==> config.mk <==
export PLATFORM = sky130hd
export DESIGN_NAME = option_feeder
export DESIGN_NICKNAME = d
export VERILOG_FILES = /design/src/rtl/nonogram_pkg.sv /design/src/rtl/option_fifo.sv /design/src/rtl/option_feeder.sv
export SDC_FILE = /design/constraint.sdc
export NUM_CORES = 2
export LEC_CHECK = 0
export BUFFER_PORTS_ARGS = -buffer_cell sky130_fd_sc_hd__buf_2
export CORE_MARGIN = 1.5
export CORE_UTILIZATION = 40
export CTS_CLUSTER_SIZE = 28
export DETAILED_ROUTE_END_ITERATION = 8
export PLACE_DENSITY = 0.65
export SLEW_MARGIN = 20
export SYNTH_ARGS = -nofsm -noshare
export SYNTH_HDL_FRONTEND = slang
export SYNTH_SLANG_ARGS = --single-unit
==> constraint.sdc <==
create_clock -name clk -period 18.18 [get_ports clk]
set_input_delay 0.909 -clock clk [delete_from_list [all_inputs] [get_ports clk]]
set_output_delay 0.909 -clock clk [all_outputs]
set_load 0.02 [all_outputs]
==> src/rtl/nonogram_pkg.sv <==
// Shared types and sizes for the nonogram option feeder.
// Optional feature macro: FEEDER_STALL_DETECT_EN.
package nonogram_pkg;

  localparam int SIZE   = 11;
  localparam int OPT_W  = 11;
  localparam int CNT_W  = 7;
  localparam int LINE_W = 5;
  localparam int DEPTH  = 128;
  localparam int NLINES = 2 * SIZE;
  // Total must reach DEPTH when the FIFO is full.
  localparam int TOT_W  = $clog2(DEPTH) + 1;

  typedef enum logic [2:0] {
    S_IDLE,
    S_LOAD,
    S_IDX,
    S_OPT,
    S_GAP,
    S_CHECK,
    S_DONE
  } feeder_state_t;

  typedef logic [LINE_W-1:0] line_idx_t;

endpackage

==> src/rtl/option_fifo.sv <==
// Circular option FIFO; pop and push in one cycle are allowed,
// and a pop frees the slot for a same-cycle push when full.
module option_fifo #(
  parameter int DEPTH = 128,
  parameter int W     = 11
) (
  input  logic         clk,
  input  logic         rst,
  input  logic         push_i,
  input  logic         pop_i,
  input  logic [W-1:0] wdata_i,
  output logic [W-1:0] rdata_o,
  output logic         full_o,
  output logic         empty_o
);

  localparam int AW = $clog2(DEPTH);

  logic [W-1:0] mem_q [DEPTH];
  logic [AW:0]  wr_q, wr_d;
  logic [AW:0]  rd_q, rd_d;
  logic         do_pop;
  logic         do_push;

  assign empty_o = (wr_q == rd_q);
  assign full_o  = (wr_q[AW] != rd_q[AW]) &&
                   (wr_q[AW-1:0] == rd_q[AW-1:0]);
  assign rdata_o = mem_q[rd_q[AW-1:0]];

  assign do_pop  = pop_i && !empty_o;
  assign do_push = push_i && (!full_o || do_pop);

  always_comb begin
    wr_d = wr_q;
    rd_d = rd_q;
    if (do_push) wr_d = wr_q + (AW+1)'(1);
    if (do_pop)  rd_d = rd_q + (AW+1)'(1);
  end

  always_ff @(posedge clk or negedge rst) begin
    if (!rst) begin
      wr_q <= '0;
      rd_q <= '0;
    end else begin
      wr_q <= wr_d;
      rd_q <= rd_d;
    end
  end

  always_ff @(posedge clk) begin
    if (do_push) mem_q[wr_q[AW-1:0]] <= wdata_i;
  end

endmodule

==> src/rtl/option_feeder.sv <==
// Replays buffered line options to the solver round after round.
// Define FEEDER_STALL_DETECT_EN to stop when a round makes no progress.
module option_feeder
  import nonogram_pkg::*;
(
  input  logic                         clk,
  input  logic                         rst,
  input  logic [3:0]                   num_rows,
  input  logic [3:0]                   num_cols,
  input  logic                         ld_valid,
  output logic                         ld_ready,
  input  logic [OPT_W-1:0]             ld_option,
  input  logic [LINE_W-1:0]            ld_line,
  input  logic                         ld_done,
  input  logic                         start,
  input  logic                         solved,
  input  logic                         unsolvable,
  input  logic                         put_back_to_FIFO,
  output logic [OPT_W-1:0]             option,
  output logic                         new_line,
  output logic                         opt_valid,
  output logic [NLINES-1:0][CNT_W-1:0] old_options_amnt,
  output logic [TOT_W-1:0]             all_options_remaining,
  output logic [7:0]                   round_cnt,
  output logic                         busy,
  output logic                         done,
  output logic                         overflow,
  output logic                         stalled
);

  feeder_state_t               state_q, state_d;
  line_idx_t                   line_q, line_d;
  line_idx_t                   last_line;
  logic [CNT_W-1:0]            left_q, left_d;
  logic [CNT_W-1:0]            kept_q, kept_d;
  logic [OPT_W-1:0]            last_q, last_d;
  logic [NLINES-1:0][CNT_W-1:0] cnt_q, cnt_d;
  logic [TOT_W-1:0]            total_q, total_d;
  logic [7:0]                  round_q, round_d;
  logic                        ovf_q, ovf_d;
  logic                        ldd_q, ldd_d;
  logic                        stop_q, stop_d;
  logic                        stall_hit;

  logic                        f_push, f_pop;
  logic [OPT_W-1:0]            f_wdata, f_rdata;
  logic                        f_full, f_empty;

  option_fifo #(
    .DEPTH (DEPTH),
    .W     (OPT_W)
  ) u_fifo (
    .clk     (clk),
    .rst     (rst),
    .push_i  (f_push),
    .pop_i   (f_pop),
    .wdata_i (f_wdata),
    .rdata_o (f_rdata),
    .full_o  (f_full),
    .empty_o (f_empty)
  );

  assign last_line = line_idx_t'({1'b0, num_rows} + {1'b0, num_cols})
                     - line_idx_t'(1);

  assign old_options_amnt      = cnt_q;
  assign all_options_remaining = total_q;
  assign round_cnt             = round_q;
  assign overflow              = ovf_q;
  assign done                  = (state_q == S_DONE);
  assign busy = (state_q == S_IDX) || (state_q == S_OPT) ||
                (state_q == S_GAP) || (state_q == S_CHECK);

`ifdef FEEDER_STALL_DETECT_EN
  logic [TOT_W-1:0] start_tot_q;
  logic             stall_q;

  assign stall_hit = (total_q == start_tot_q);
  assign stalled   = stall_q;

  always_ff @(posedge clk or negedge rst) begin
    if (!rst) begin
      start_tot_q <= '0;
      stall_q     <= 1'b0;
    end else begin
      if (state_q == S_IDX && line_q == '0)
        start_tot_q <= total_q;
      if (state_q == S_CHECK && total_q != '0 && stall_hit)
        stall_q <= 1'b1;
    end
  end
`else
  assign stall_hit = 1'b0;
  assign stalled   = 1'b0;
`endif

  always_comb begin
    state_d   = state_q;
    line_d    = line_q;
    left_d    = left_q;
    kept_d    = kept_q;
    last_d    = last_q;
    cnt_d     = cnt_q;
    total_d   = total_q;
    round_d   = round_q;
    ovf_d     = ovf_q;
    ldd_d     = ldd_q;
    f_push    = 1'b0;
    f_pop     = 1'b0;
    f_wdata   = ld_option;
    ld_ready  = 1'b0;
    new_line  = 1'b0;
    opt_valid = 1'b0;
    option    = '0;
    stop_d    = stop_q;
    if (busy && state_q != S_CHECK && (solved || unsolvable))
      stop_d = 1'b1;

    unique case (state_q)
      S_IDLE: begin
        if (ld_valid) state_d = S_LOAD;
      end
      S_LOAD: begin
        ld_ready = !f_full;
        if (ld_valid) begin
          if (f_full) begin
            ovf_d = 1'b1;
          end else begin
            f_push = 1'b1;
            if (ld_line < LINE_W'(NLINES))
              cnt_d[ld_line] = cnt_q[ld_line] + CNT_W'(1);
            total_d = total_q + TOT_W'(1);
          end
        end
        if (ld_done) ldd_d = 1'b1;
        if (start && ldd_q) begin
          state_d = S_IDX;
          line_d  = '0;
        end
      end
      S_IDX: begin
        new_line = 1'b1;
        option   = OPT_W'(line_q);
        last_d   = OPT_W'(line_q);
        kept_d   = '0;
        left_d   = cnt_q[line_q];
        if (cnt_q[line_q] == '0 || f_empty) state_d = S_GAP;
        else                                state_d = S_OPT;
      end
      S_OPT: begin
        opt_valid = 1'b1;
        option    = f_rdata;
        last_d    = f_rdata;
        f_pop     = 1'b1;
        if (put_back_to_FIFO) begin
          f_push  = 1'b1;
          f_wdata = f_rdata;
          kept_d  = kept_q + CNT_W'(1);
        end else begin
          total_d = total_q - TOT_W'(1);
        end
        left_d = left_q - CNT_W'(1);
        if (left_q <= CNT_W'(1)) state_d = S_GAP;
      end
      S_GAP: begin
        option         = last_q;
        cnt_d[line_q]  = kept_q;
        if (stop_d) begin
          state_d = S_DONE;
        end else if (line_q == last_line) begin
          state_d = S_CHECK;
        end else begin
          line_d  = line_q + line_idx_t'(1);
          state_d = S_IDX;
        end
      end
      S_CHECK: begin
        option = last_q;
        if (round_q != 8'hFF) round_d = round_q + 8'd1;
        if (total_q == '0 || stall_hit) begin
          state_d = S_DONE;
        end else begin
          line_d  = '0;
          state_d = S_IDX;
        end
      end
      S_DONE: begin
        option = last_q;
      end
      default: state_d = S_IDLE;
    endcase
  end

  always_ff @(posedge clk or negedge rst) begin
    if (!rst) begin
      state_q <= S_IDLE;
      line_q  <= '0;
      left_q  <= '0;
      kept_q  <= '0;
      last_q  <= '0;
      cnt_q   <= '0;
      total_q <= '0;
      round_q <= '0;
      ovf_q   <= 1'b0;
      ldd_q   <= 1'b0;
      stop_q  <= 1'b0;
    end else begin
      state_q <= state_d;
      line_q  <= line_d;
      left_q  <= left_d;
      kept_q  <= kept_d;
      last_q  <= last_d;
      cnt_q   <= cnt_d;
      total_q <= total_d;
      round_q <= round_d;
      ovf_q   <= ovf_d;
      ldd_q   <= ldd_d;
      stop_q  <= stop_d;
    end
  end

endmodule

# After elaboration in Yosys (flattened, before gate mapping)
# Memories as Yosys holds them, arrays and structs flattened.
# Index checks and enable logic that the tools add are counted.
[word_totals]
ram_bits = 1408
elab_cells = 156
ff_bits = 222
n_memories = 1
out_inout_bits = 188
inputBits = 32
[classes]
add_sub_neg = 11
eq_ne = 23
muxes = 48
order_cmp = 6
n_bitwise = 1
reduce_logical = 32
[memory_table]
columns = ["memory", "depth", "word_bits", "read_ports", "rd_ports_with_merged_regs", "wr", "line_no", "rtl"]
rows = [
  ["u_fifo.mem_q", 128, 11, 1, 0, 1, "option_fifo.sv:19", "logic [W-1:0] mem_q [DEPTH];"],
]
[ops]
columns = ["cell", "count"]
rows = [
  ["$mux 154", 3],
  ["$bwmux 154", 2],
  ["$pmux 154 s2", 1],
  ["$bmux 7 s5", 2],
  ["$demux 7 s5", 2],
  ["$mux 7", 5],
  ["$pmux 11 s3", 1],
  ["$add 8x1->8 const B", 4],
  ["$pmux 7 s2", 2],
  ["$mux 8", 3],
  ["$mux 11", 2],
  ["$pmux 11 s2", 1],
  ["$mux 3", 7],
  ["$pmux 3 s7", 1],
  ["$mux 5", 4],
  ["$ne 2x2->1 const B", 10],
  ["$pmux 8 s2", 1],
  ["$pmux 5 s3", 1],
  ["$add 7x1->7 const B", 2],
  ["$lt 5x6->1 const B", 2],
  ["$reduce_and 4->1", 3],
  ["$ge 5x1->1 const B", 2],
  ["$eq 3x3->1 const B", 3],
  ["$mux 1", 9],
  ["30 further kinds", 48],
]

# Logic depth before layout (Yosys ltp)
[logic_depth]
word_depth = 9
mapped_depth = 14
depth_no_buf = 12

# By module
# A second synthesis with hierarchy kept.
[unflattened]
cells_unflattened = 4235
area_unflattened_um2 = 69262.7
[by_module_without_submodules]
columns = ["mod", "n_inst", "area_per_inst_um2", "cells_per_inst", "seq_area_each_um2"]
rows = [
  ["option_fifo", 1, 55451.9, 2660, 42680.9],
  ["option_feeder", 1, 13810.7, 1575, 5154.9],
]

# Least setup slack after synthesis
# Ideal clock, no wire load.
[synth_path]
path_kind = "flip-flop to flip-flop"
from = "register u_fifo.rd_q[3]"
to = "memory u_fifo.mem_q[0][9], data pin"
t_arrival_ns = 7.121
path_stages_with_launch = 11
synth_period_minus_slack_ns = 8.344
required_time_ns = 16.957
setup_time_ns = 1.223
n_path_buf = 5
path_slack_ns = 9.836
cell_sequence = "dfrtp_1 -> buf_2 -> inv_2 -> buf_4 -> buf_4 -> buf_4 -> buf_2 -> nand2_1 -> a21oi_1 -> nor4_2 -> o31ai_1"
[synth_between]
elab_chain_cells = 3
[synth_rtl]
columns = ["element", "line_no", "rtl"]
rows = [
  ["start: declaration", "option_fifo.sv:21", "logic [AW:0] rd_q, rd_d;"],
  ["start signal: assignment", "option_fifo.sv:46", "rd_q <= rd_d;"],
  ["$mem_v2 128x11", "n/a", ""],
  ["$mux 11", "option_feeder.sv:155", "if (put_back_to_FIFO) begin"],
  ["$mux 11", "option_feeder.sv:119", "unique case (state_q)"],
  ["via f_wdata[9]", "option_feeder.sv:46", "logic [OPT_W-1:0] f_wdata, f_rdata;"],
  ["end: declaration", "option_fifo.sv:19", ""],
]
# The timed path passes the listed nets, and every way through them passes these cells.

# Worst setup path after layout
[layout_path]
from = "register u_fifo.rd_q[1]"
to = "output port option[2]"
[layout_between]
elab_chain_cells = 2
[layout_rtl]
columns = ["element", "line_no", "rtl"]
rows = [
  ["$mem_v2 128x11", "n/a", ""],
  ["$pmux 11 s3", "option_feeder.sv:119", ""],
  ["end: declaration", "option_feeder.sv:19", "output logic [OPT_W-1:0] option,"],
]
# No other way between the ends.

==> metrics.yaml <==
status: "finished, final reports clean"
synth_top_cell_by_area: "edfxtp_1"
seq_area_frac_synth_pct: 69.4
placed_cell_area_sq_um: 73100
crit_slowest_cell: "o21ai_0"
avgSynthCellArea_sq_um: 17.6
antenna_found_initial: 3
viasPerCell: 6.03
grt_pass1_wl_mm: 279
synth_top_family_by_area: "multiplexers"
drive_gt1_share_pct: 26.8
period_minus_slack_ps: 7200
syn-num-nets: 3978
hold_path.class: "in -> async"
worst_pin_slew_ps: 1220
synth-compound-area-share_pct: 5.77
cts_resized: 0
slew_viol_final: 0
p_sw_share_pct: 26.7
crit_buf_inv: 4
report.power.total_mw: 8.69
design_area_sq_um: 78200
grt_usage_pct: 22.0
area_growth_pct: 13.5
clockBufferDepth: 3
crit_path_start_kind: "flop"
skew_ps: 34.4
synth_adder_area_share_pct: 0.494
worstPathRequired_ps: 17270
clkTransAtPathRegs_ps: 60
die_x_um: 418
fill_cells: 14400
post_cts.repair.setup_buffers: 0
end_kind: "output port"
drc: 0
netlist.area_leader.share_pct: 61.4
cpLargestDelayFamily: "buffers and inverters"
netlist-cell-type-count: 84
numCtsBuffers: 157
async_flop_share_pct: 13.6
p_clk_share_pct: 37.2
die_y_um: 418
power.share.sequential_pct: 51.0
p_leak_nw: 25.6
setup_viol: 0
dp_hpwl_mm: 122
power_density_nw_per_um2: 111
dr.pass1.iters: 9
wire_per_inst_um: 29.1
crit_arrival_ps: 6290
h-tree-depth: 4
slowest_delay_ps: 880
synth-simple-area-share_pct: 4.91
core_area_sq_um: 171000
r2r_setup_slack_ps: 11510
postRouteAntennaNets: 0
vias: 40100
rsz0062_at_grt: "no"
gp_congestion: 0.946
fin_crit_sh_pct: 39.6
ys_top_cells_by_area: "edfxtp_1, mux4_2, dfrtp_1"
antenna_cells: 0
cts_tree: "yes"
synth-seq-cells: 1630
relSlewSlack_pct: 18.8
num_rows: 152
clock_sinks: 1630
pre_cts_ws_ps: 11400
ir_drop_uv: 80.8
switching_power_mw: 2.32
yosysWarnings: 0
timing.final.hold_violations: 0
syn_area_sq_um: 68900
maxCapViolCount: 0
critPathMaxFanout: 108
drt-total-wl_mm: 194
drt_first_iter_violations: 5377
p_int_mw: 6.37
crit_chain: "buf_12 > buf_4 > buf_4 > mux4_2 > mux4_2 > o21ai_0 > a21o_1 > o21ai_0 > buf_2"
grt_pass1_vias: 39000
grt_max_degree: 109
path_class: "reg -> out"
clk_latency_ps: 830
port_buffers: 218
synth_xor_area_share_pct: 0.734
grt-ovfl-total: 0
synth-edff-count: 1408
die_area_sq_um: 175000
hold_ws_ps: 148
hold_buffers: 0
ios: 220
start_util_pct: 40.2
root_buffer: "clkbuf_16"
synthMuxAreaShare_pct: 16.4
comb_power_share_pct: 11.8
tns_ps: 0
ys.flop_type: "edfxtp_1"
fin_ws_ps: 10980
final_nets: 4269
fmax_mhz: 139
syn_inst: 3920
stage by stage:
step	util (%)	instances
2_1_floorplan	-	3920
3_3_place_gp	42.6	6361
3_5_place_dp	42.6	6362
4_1_cts	45.6	6647
5_1_grt	45.6	6647
6_report	45.6	6647
layout make-up:
class,count,area (sq um),share of cell area (%)
Multi-Input combinational cell,1999,19800,25.3
Timing Repair Buffer,387,2420,3.09
Clock buffer,192,4110,5.26
Tap cell,2310,2890,3.70
Sequential cell,1630,47900,61.2
Clock inverter,93,948,1.21
Inverter,36,138,0.176
worst reg2reg max path: cells and delay by family (launching register included):
family	cells	cell delay, ps
buffers and inverters	3	2350
and+or+nand+nor	1	160
AOI/OAI and AO/OA	4	2440
muxes	2	430
DFF	1	870
logic make-up after synthesis:
kind of cell    after synthesis
buf+inv                     291
flops                      1630
mux                         578
compound gates              577
other cells                   1
xor+xnor                     56
fa+ha+maj                    26
simple gates                761
routing by layer:
layer / part of all wire (%) / global-route usage (%)
met5: 0 / 0
met4: 4.5 / 8.85
met3: 9.1 / 4.11
met2: 47 / 34.9
met1: 39 / 30.0
state kept, by name, summed over array words and instances, names as in the netlist, 3 cells and up:
name	count
u_fifo.mem_q	1408
old_options_amnt	154
last_q	11
all_options_remaining	8
round_cnt	8
u_fifo.rd_q	8
u_fifo.wr_q	8
kept_q	7
left_q	7
line_q	5
state_q	3
synthesized netlist by cell type, types with 14 or more instances:
cell and instances:
dfrtp_1 222, a21o_1 14, nor2b_1 25, nand3_1 58, inv_1 33, o31ai_1 14, buf_4 40, mux2i_1 114
xnor2_1 38, edfxtp_1 1408, mux4_2 423, a211oi_1 14, buf_2 76, nor2_1 332, and2_1 14, mux2_2 30
xor2_1 16, o221ai_1 61, a32oi_1 28, a22oi_1 36, buf_6 17, nor3_1 22, clkbuf_1 106, nand2_1 221
ha_1 24, o21a_1 68, o21ai_0 60, o22ai_1 31, a21oi_1 153
power by group through the flow:
stage / sequential, mW / clock [mW] / combinational (mW)
3_3_place_gp: 4.49 / 0 / 0.993
2_1_floorplan: 4.55 / 0 / 0.500
3_5_place_dp: 4.50 / 0 / 1.00
6_report: 4.43 / 3.23 / 1.02
5_1_grt: 4.44 / 3.41 / 1.07
4_1_cts: 4.42 / 3.27 / 1.01
final timing paths:
kind	from	to	cells after the start
worst max-delay path	u_fifo.rd_q[1]$_DFFE_PN0P_	option[2]	9
worst min-delay path	rst	old_options_amnt[108]$_DFFE_PN0P_	1
worst max register to register	u_fifo.rd_q[0]$_DFFE_PN0P_	u_fifo.mem_q[79][0]$_DFFE_PP_	10
worst min register to register	ldd_q$_DFFE_PN0P_	ldd_q$_DFFE_PN0P_	1
max in group asynchronous	rst	line_q[0]$_DFFE_PN0P_	2
min in group clk	ld_done	ldd_q$_DFFE_PN0P_	2
cells in the final DEF, fill, tap and decap left out, types with 12 or more instances in the layout:
cell	count
clkbuf_1	30
o221ai_1	61
clkinv_2	29
dfrtp_1	215
clkinv_1	32
o21ai_0	55
a21o_1	14
o211ai_1	13
buf_2	216
mux4_2	423
a32oi_1	28
xnor2_1	35
a221oi_1	13
buf_4	167
clkbuf_16	157
nor2_1	295
edfxtp_1	1408
a21oi_1	151
mux2_2	30
ha_1	24
nor2b_1	24
inv_1	33
a22oi_1	36
o22ai_1	31
a211oi_1	14
o31ai_1	13
bufinv_16	12
nand3_1	58
and2_1	14
nand2_1	215
mux2i_1	114
nor2_2	38
nor3_1	20
xor2_1	16
o21a_1	68
(Power assumes the default switching activity.)
